## config.mk

```make
export PLATFORM = sky130hd
export DESIGN_NAME = uart_rx_cfg
export DESIGN_NICKNAME = d
export VERILOG_FILES = /design/src/rtl/uart_rx_cfg.sv
export SDC_FILE = /design/constraint.sdc
export NUM_CORES = 1
export LEC_CHECK = 0
export CORE_MARGIN = 1
export CORE_UTILIZATION = 49
export CTS_CLUSTER_SIZE = 16
export DETAILED_ROUTE_END_ITERATION = 8
export PLACE_DENSITY = 0.74
export SYNTH_ARGS = -nofsm -noshare
export SYNTH_HDL_FRONTEND = slang
export SYNTH_SLANG_ARGS = --single-unit
```

## constraint.sdc

```tcl
create_clock -name clock -period 3.1 [get_ports clock]
set_input_delay 0.62 -clock clock [delete_from_list [all_inputs] [get_ports clock]]
set_output_delay 0.62 -clock clock [all_outputs]
set_load 0.005 [all_outputs]
```

## src/rtl/uart_rx_cfg.sv

```systemverilog
// Configurable UART receiver: parametrised data/parity/stop framing, parity, framing
// and break detection, and a ready/valid holding register with overrun reporting.
module uart_rx_cfg #(
  parameter int CLOCKS_PER_BAUD = 6,
  parameter int DATA_BITS       = 8,
  parameter int PARITY          = 0,
  parameter int STOP_BITS       = 1
) (
  input  logic                 clock,
  input  logic                 reset,
  input  logic                 rx_i,
  output logic [DATA_BITS-1:0] data_o,
  output logic                 valid_o,
  input  logic                 ready_i,
  output logic                 parity_err_o,
  output logic                 frame_err_o,
  output logic                 overrun_o,
  output logic                 break_o
);

  localparam int CW = $clog2(CLOCKS_PER_BAUD);
  localparam logic [CW-1:0] HALF = CW'(CLOCKS_PER_BAUD / 2 - 1);
  localparam logic [CW-1:0] FULL = CW'(CLOCKS_PER_BAUD - 1);
  localparam logic [3:0] LAST_DATA = 4'(DATA_BITS - 1);
  localparam logic [3:0] LAST_STOP = 4'(STOP_BITS - 1);
  localparam logic PAR_EXP = (PARITY == 1) ? 1'b1 : 1'b0;
  localparam logic HAS_PAR = (PARITY != 0) ? 1'b1 : 1'b0;

  typedef enum logic [2:0] {IDLE, START, DATA, PAR, STOP, WAIT_HIGH} state_t;

  state_t               state_q, state_d;
  logic                 rx_meta_q, rx_meta_d, rx_sync_q, rx_sync_d;
  logic [CW-1:0]        cnt_q, cnt_d;
  logic [3:0]           idx_q, idx_d;
  logic [DATA_BITS-1:0] shreg_q, shreg_d, data_q, data_d;
  logic                 par_bit_q, par_bit_d, par_bad_q, par_bad_d;
  logic                 frame_bad_q, frame_bad_d;
  logic                 valid_q, valid_d, perr_q, perr_d, ferr_q, ferr_d;
  logic                 ovr_q, ovr_d, brk_q, brk_d;
  logic                 rx, sample, stop_bad, is_break;

  assign rx     = rx_sync_q;
  assign sample = (cnt_q == '0);

  always_comb begin
    rx_meta_d   = rx_i;
    rx_sync_d   = rx_meta_q;
    state_d     = state_q;
    cnt_d       = cnt_q;
    idx_d       = idx_q;
    shreg_d     = shreg_q;
    par_bit_d   = par_bit_q;
    par_bad_d   = par_bad_q;
    frame_bad_d = frame_bad_q;
    data_d      = data_q;
    perr_d      = perr_q;
    ferr_d      = ferr_q;
    valid_d     = valid_q & ~ready_i;
    ovr_d       = 1'b0;
    brk_d       = 1'b0;
    stop_bad    = frame_bad_q | ~rx;
    is_break    = stop_bad && (shreg_q == '0) && (!HAS_PAR || !par_bit_q);

    if ((state_q == START || state_q == DATA || state_q == PAR || state_q == STOP) && !sample)
      cnt_d = cnt_q - CW'(1);

    case (state_q)
      IDLE: begin
        if (!rx) begin
          state_d     = START;
          cnt_d       = HALF;
          par_bad_d   = 1'b0;
          frame_bad_d = 1'b0;
        end
      end
      START: begin
        if (sample) begin
          if (rx) begin
            state_d = IDLE;
          end else begin
            state_d = DATA;
            cnt_d   = FULL;
            idx_d   = 4'd0;
          end
        end
      end
      DATA: begin
        if (sample) begin
          shreg_d = {rx, shreg_q[DATA_BITS-1:1]};
          cnt_d   = FULL;
          if (idx_q == LAST_DATA) begin
            idx_d   = 4'd0;
            state_d = HAS_PAR ? PAR : STOP;
          end else begin
            idx_d = idx_q + 4'd1;
          end
        end
      end
      PAR: begin
        if (sample) begin
          par_bit_d = rx;
          par_bad_d = ((^shreg_q) ^ rx) != PAR_EXP;
          state_d   = STOP;
          cnt_d     = FULL;
          idx_d     = 4'd0;
        end
      end
      STOP: begin
        if (sample) begin
          cnt_d       = FULL;
          frame_bad_d = stop_bad;
          if (idx_q == LAST_STOP) begin
            idx_d = 4'd0;
            if (is_break) begin
              brk_d   = 1'b1;
              state_d = WAIT_HIGH;
            end else begin
              // A completed frame replaces the held one only if it has been or is being taken.
              if (!valid_q || ready_i) begin
                data_d  = shreg_q;
                perr_d  = par_bad_q;
                ferr_d  = stop_bad;
                valid_d = 1'b1;
              end else begin
                ovr_d = 1'b1;
              end
              state_d = rx ? IDLE : WAIT_HIGH;
            end
          end else begin
            idx_d = idx_q + 4'd1;
          end
        end
      end
      WAIT_HIGH: begin
        if (rx) state_d = IDLE;
      end
      default: state_d = IDLE;
    endcase
  end

  always_ff @(posedge clock or negedge reset) begin
    if (!reset) begin
      state_q     <= IDLE;
      rx_meta_q   <= 1'b1;
      rx_sync_q   <= 1'b1;
      cnt_q       <= '0;
      idx_q       <= '0;
      shreg_q     <= '0;
      par_bit_q   <= 1'b0;
      par_bad_q   <= 1'b0;
      frame_bad_q <= 1'b0;
      data_q      <= '0;
      valid_q     <= 1'b0;
      perr_q      <= 1'b0;
      ferr_q      <= 1'b0;
      ovr_q       <= 1'b0;
      brk_q       <= 1'b0;
    end else begin
      state_q     <= state_d;
      rx_meta_q   <= rx_meta_d;
      rx_sync_q   <= rx_sync_d;
      cnt_q       <= cnt_d;
      idx_q       <= idx_d;
      shreg_q     <= shreg_d;
      par_bit_q   <= par_bit_d;
      par_bad_q   <= par_bad_d;
      frame_bad_q <= frame_bad_d;
      data_q      <= data_d;
      valid_q     <= valid_d;
      perr_q      <= perr_d;
      ferr_q      <= ferr_d;
      ovr_q       <= ovr_d;
      brk_q       <= brk_d;
    end
  end

  assign data_o       = data_q;
  assign valid_o      = valid_q;
  assign parity_err_o = perr_q;
  assign frame_err_o  = ferr_q;
  assign overrun_o    = ovr_q;
  assign break_o      = brk_q;

endmodule

```

==> summary.md <==
| Metric | Value |
|---|---|
| Outcome | `complete, no violations` |
| Primary FF master, synth | `dfrtp_1` |
| Layout Cells excl Fill | `236` |
| Post-synth EDFFs | `0` |
| Fin crit period | `2200 ps` |
| Hold Path Cell Cnt | `0` |
| Die height | `63.0 um` |
| Violation count after the first detailed-route iteration | `44` |
| Clock sinks | `35` |
| DRC | `0` |
| Hold Path Origin | `rx_meta_q$_DFF_PN1_` |
| CP max stage cell | `or3b_4` |
| Htree depth | `2` |
| Inst Count DP | `228` |
| P&R area growth vs syn | `16.4%` |
| Number of buffers added on ports | `16` |
| Clock buffer depth | `2` |
| Reg2reg path depth | `6` |
| First-pass GRT wire length | `6070 um` |
| CP Class | `register to register` |
| Post-route clock period utilization | `71.1%` |
| RSZ-0062 raised after global routing | `false` |
| Overflow after GRT | `0` |
| Crit path arrival time | `2380 ps` |
| Initial core utilization | `52.9%` |
| Max incr delay on CP | `440 ps` |
| Max Cap Viol | `0` |
| Slew headroom | `61.2%` |
| Clock Tree Root | `clkbuf_8` |
| Gr usage total | `19.9%` |
| Final #Nets | `201` |
| Asr flop ratio synth | `100%` |
| Mean Syn Cell Area | `10.7 um^2` |
| Measured slew at the worst slew-check pin | `582 ps` |
| Setup_tns | `0 ps` |
| Vias per cell | `5.52` |
| Routed Antenna Nets | `0` |
| Io pins | `17` |
| CP startpoint | `idx_q[0]$_DFFE_PN0P_` |
| Reg2Reg Setup Slack | `900 ps` |
| Fillers | `284` |
| Ant diodes | `0` |
| DP HPWL | `2520 um` |
| Yosys reg bits | `35` |
| Crit-path cells | `inv_1 > ha_1 > or3b_1 > or3b_4 > nor2_8 > mux2_4` |
| Clk slew on worst S/H paths | `70 ps` |
| Routed WL | `3390 um` |
| Multi-input logic area | `853 um^2` |
| Leakage | `0.939 nW` |
| Die Area | `3970 um^2` |
| Design Power | `1.50 mW` |
| Mapped cell area | `1820 um^2` |
| Crit path launch type | `register` |
| Final Hold Viols | `0` |
| Core area | `3440 um^2` |
| CP required | `3270 ps` |
| Share of synthesized area occupied by flip-flops and latches | `48.2%` |
| Vias | `1302` |
| Post-layout instance area | `2120 um^2` |
| Largest net degree at the start of global routing | `36` |
| Post-CTS Resized | `0` |
| Gpl congestion | `0.873` |
| Endpoints failing setup | `0` |
| Worst setup EP type | `register` |
| Die X | `63.0 um` |
| Max FO, Critical Path | `10` |
| Mapped Nets | `183` |
| # Post-CTS Setup Buffers | `0` |
| Number of max-slew violations in the final report | `0` |
| Hold Crit Class | `register to register` |
| Register area | `878 um^2` |
| Final Skew | `6.92 ps` |
| Peak supply drop | `0.335 mV` |
| Warnings, synthesis | `0` |
| Clock Latency Late Sink | `290 ps` |
| Cell Area, Placed | `2020 um^2` |
| Core Rows | `21` |
| Initial antenna violation count | `0` |
| Worst r2r dst | `data_o[3]$_DFFE_PN0P_` |
| Cell count after synthesis | `171` |
| Hold buffers post-CTS | `0` |
| Max Fclk | `454 MHz` |
| Origin of the critical flop-to-flop path | `idx_q[0]$_DFFE_PN0P_` |
| CTS tree | `done` |
| Routed len/inst | `14.4 um` |
| Total CTS buffers | `5` |
| Sink of the worst hold path | `rx$_DFF_PN1_` |
| Total iterations of the first detailed-routing run | `4` |
| Number of global-route vias before repair | `1337` |
| Post-synth cell types | `46` |
| Pwr Density | `709 nW/um^2` |
| Share of cells above drive strength 1 | `14.2%` |
state kept, by name (all words and copies together) (netlist names):
register	flops
parity_err_o	1
rx	1
idx_q	4
rx_meta_q	1
overrun_o	1
valid_o	1
state_q	3
frame_bad_q	1
data_o	8
break_o	1
frame_err_o	1
cnt_q	3
shreg_q	8
par_bad_q	1
synth_stat cells, types with 4 or more instances:
library cell | n | area (um^2)
dfrtp_1 | 33 | 826
inv_1 | 16 | 60.1
nand2_1 | 14 | 52.6
o21ai_0 | 12 | 60.1
mux2_4 | 9 | 135
ha_1 | 8 | 100
nand3_1 | 7 | 35.0
nor2_1 | 6 | 22.5
o21ai_1 | 5 | 25.0
a21oi_1 | 4 | 20.0
nand2b_1 | 4 | 25.0
cell families after synthesis:
logic type	share of synthesized area, %
buffers and inverters	4.95
muxes	9.75
adders and majority gates	5.49
xor gates and xnor gates	1.92
and+or+nand+nor	16.9
DFF	48.2
AOI/OAI and AO/OA	12.8
cell type report:
cell class,instances,share of cell area (%)
multi-input cells,114,40.2
clock buffers,7,4.54
flip-flops and latches,35,41.4
inverters,16,2.83
clock inverters,1,0.354
repair buffers,17,7.91
well taps,46,2.71
critical path: cells and delay by family (launching register included):
| family | cells | cell delay, ps |
|---|---|---|
| flip-flops | 1 | 420 |
| adder cells (fa/ha/maj) | 1 | 130 |
| multiplexers | 1 | 330 |
| AND/OR/NAND/NOR | 3 | 1110 |
| buffers and inverters | 1 | 90 |
stage by stage:
step / utilization [%] / worst slack, ps / hold WS, ps
floorplan: - / 1050 / 324
global placement: 58.6 / 982 / 348
detailed placement: 58.6 / 920 / 347
CTS: 61.6 / 894 / 361
global route: 61.6 / 814 / 366
finish: 61.6 / 897 / 359
how the worst max path moves through the flow:
stage               slack [ps]                    end
global route               810  data_o[4]$_DFFE_PN0P_
global placement           980  data_o[5]$_DFFE_PN0P_
detailed placement         920  data_o[4]$_DFFE_PN0P_
finish                     900  data_o[3]$_DFFE_PN0P_
floorplan                 1050  data_o[0]$_DFFE_PN0P_
CTS                        890  data_o[3]$_DFFE_PN0P_
cells in the final DEF (no fill, tap or decap), types with 2 or more instances in the layout:
cell and count:
nor3_1 3, a211oi_1 3, dfstp_2 2, mux2i_1 2, xnor2_1 3, or3_1 3
ha_1 8, mux2_4 9, dfrtp_1 33, nor2b_1 3, o21ai_0 12, inv_1 16
nand2b_1 4, nand2_1 14, clkbuf_8 7, nand3_1 7, o21bai_1 2, a22o_1 2
clkdlybuf4s50_1 16, a21oi_1 4, nor2_1 6, or2_2 2, o21ai_1 5
report_power, final:
part	leakage, nW	internal (mW)	total, mW	switching [mW]
clock network	0.0505	0.202	0.367	0.165
registers	0.465	0.533	0.623	0.0906
logic	0.423	0.228	0.513	0.285
metal layers:
metal / up-vias / routed length (um) / global-route usage (%)
met4: 0 / 75 / 8.43
li1: 629 / - / -
met1: 624 / 1490 / 24.0
met5: - / 0 / 0
met3: 7 / 178 / 6.75
met2: 42 / 1650 / 32.3
Note: power is estimated with default switching activity, not from simulation.
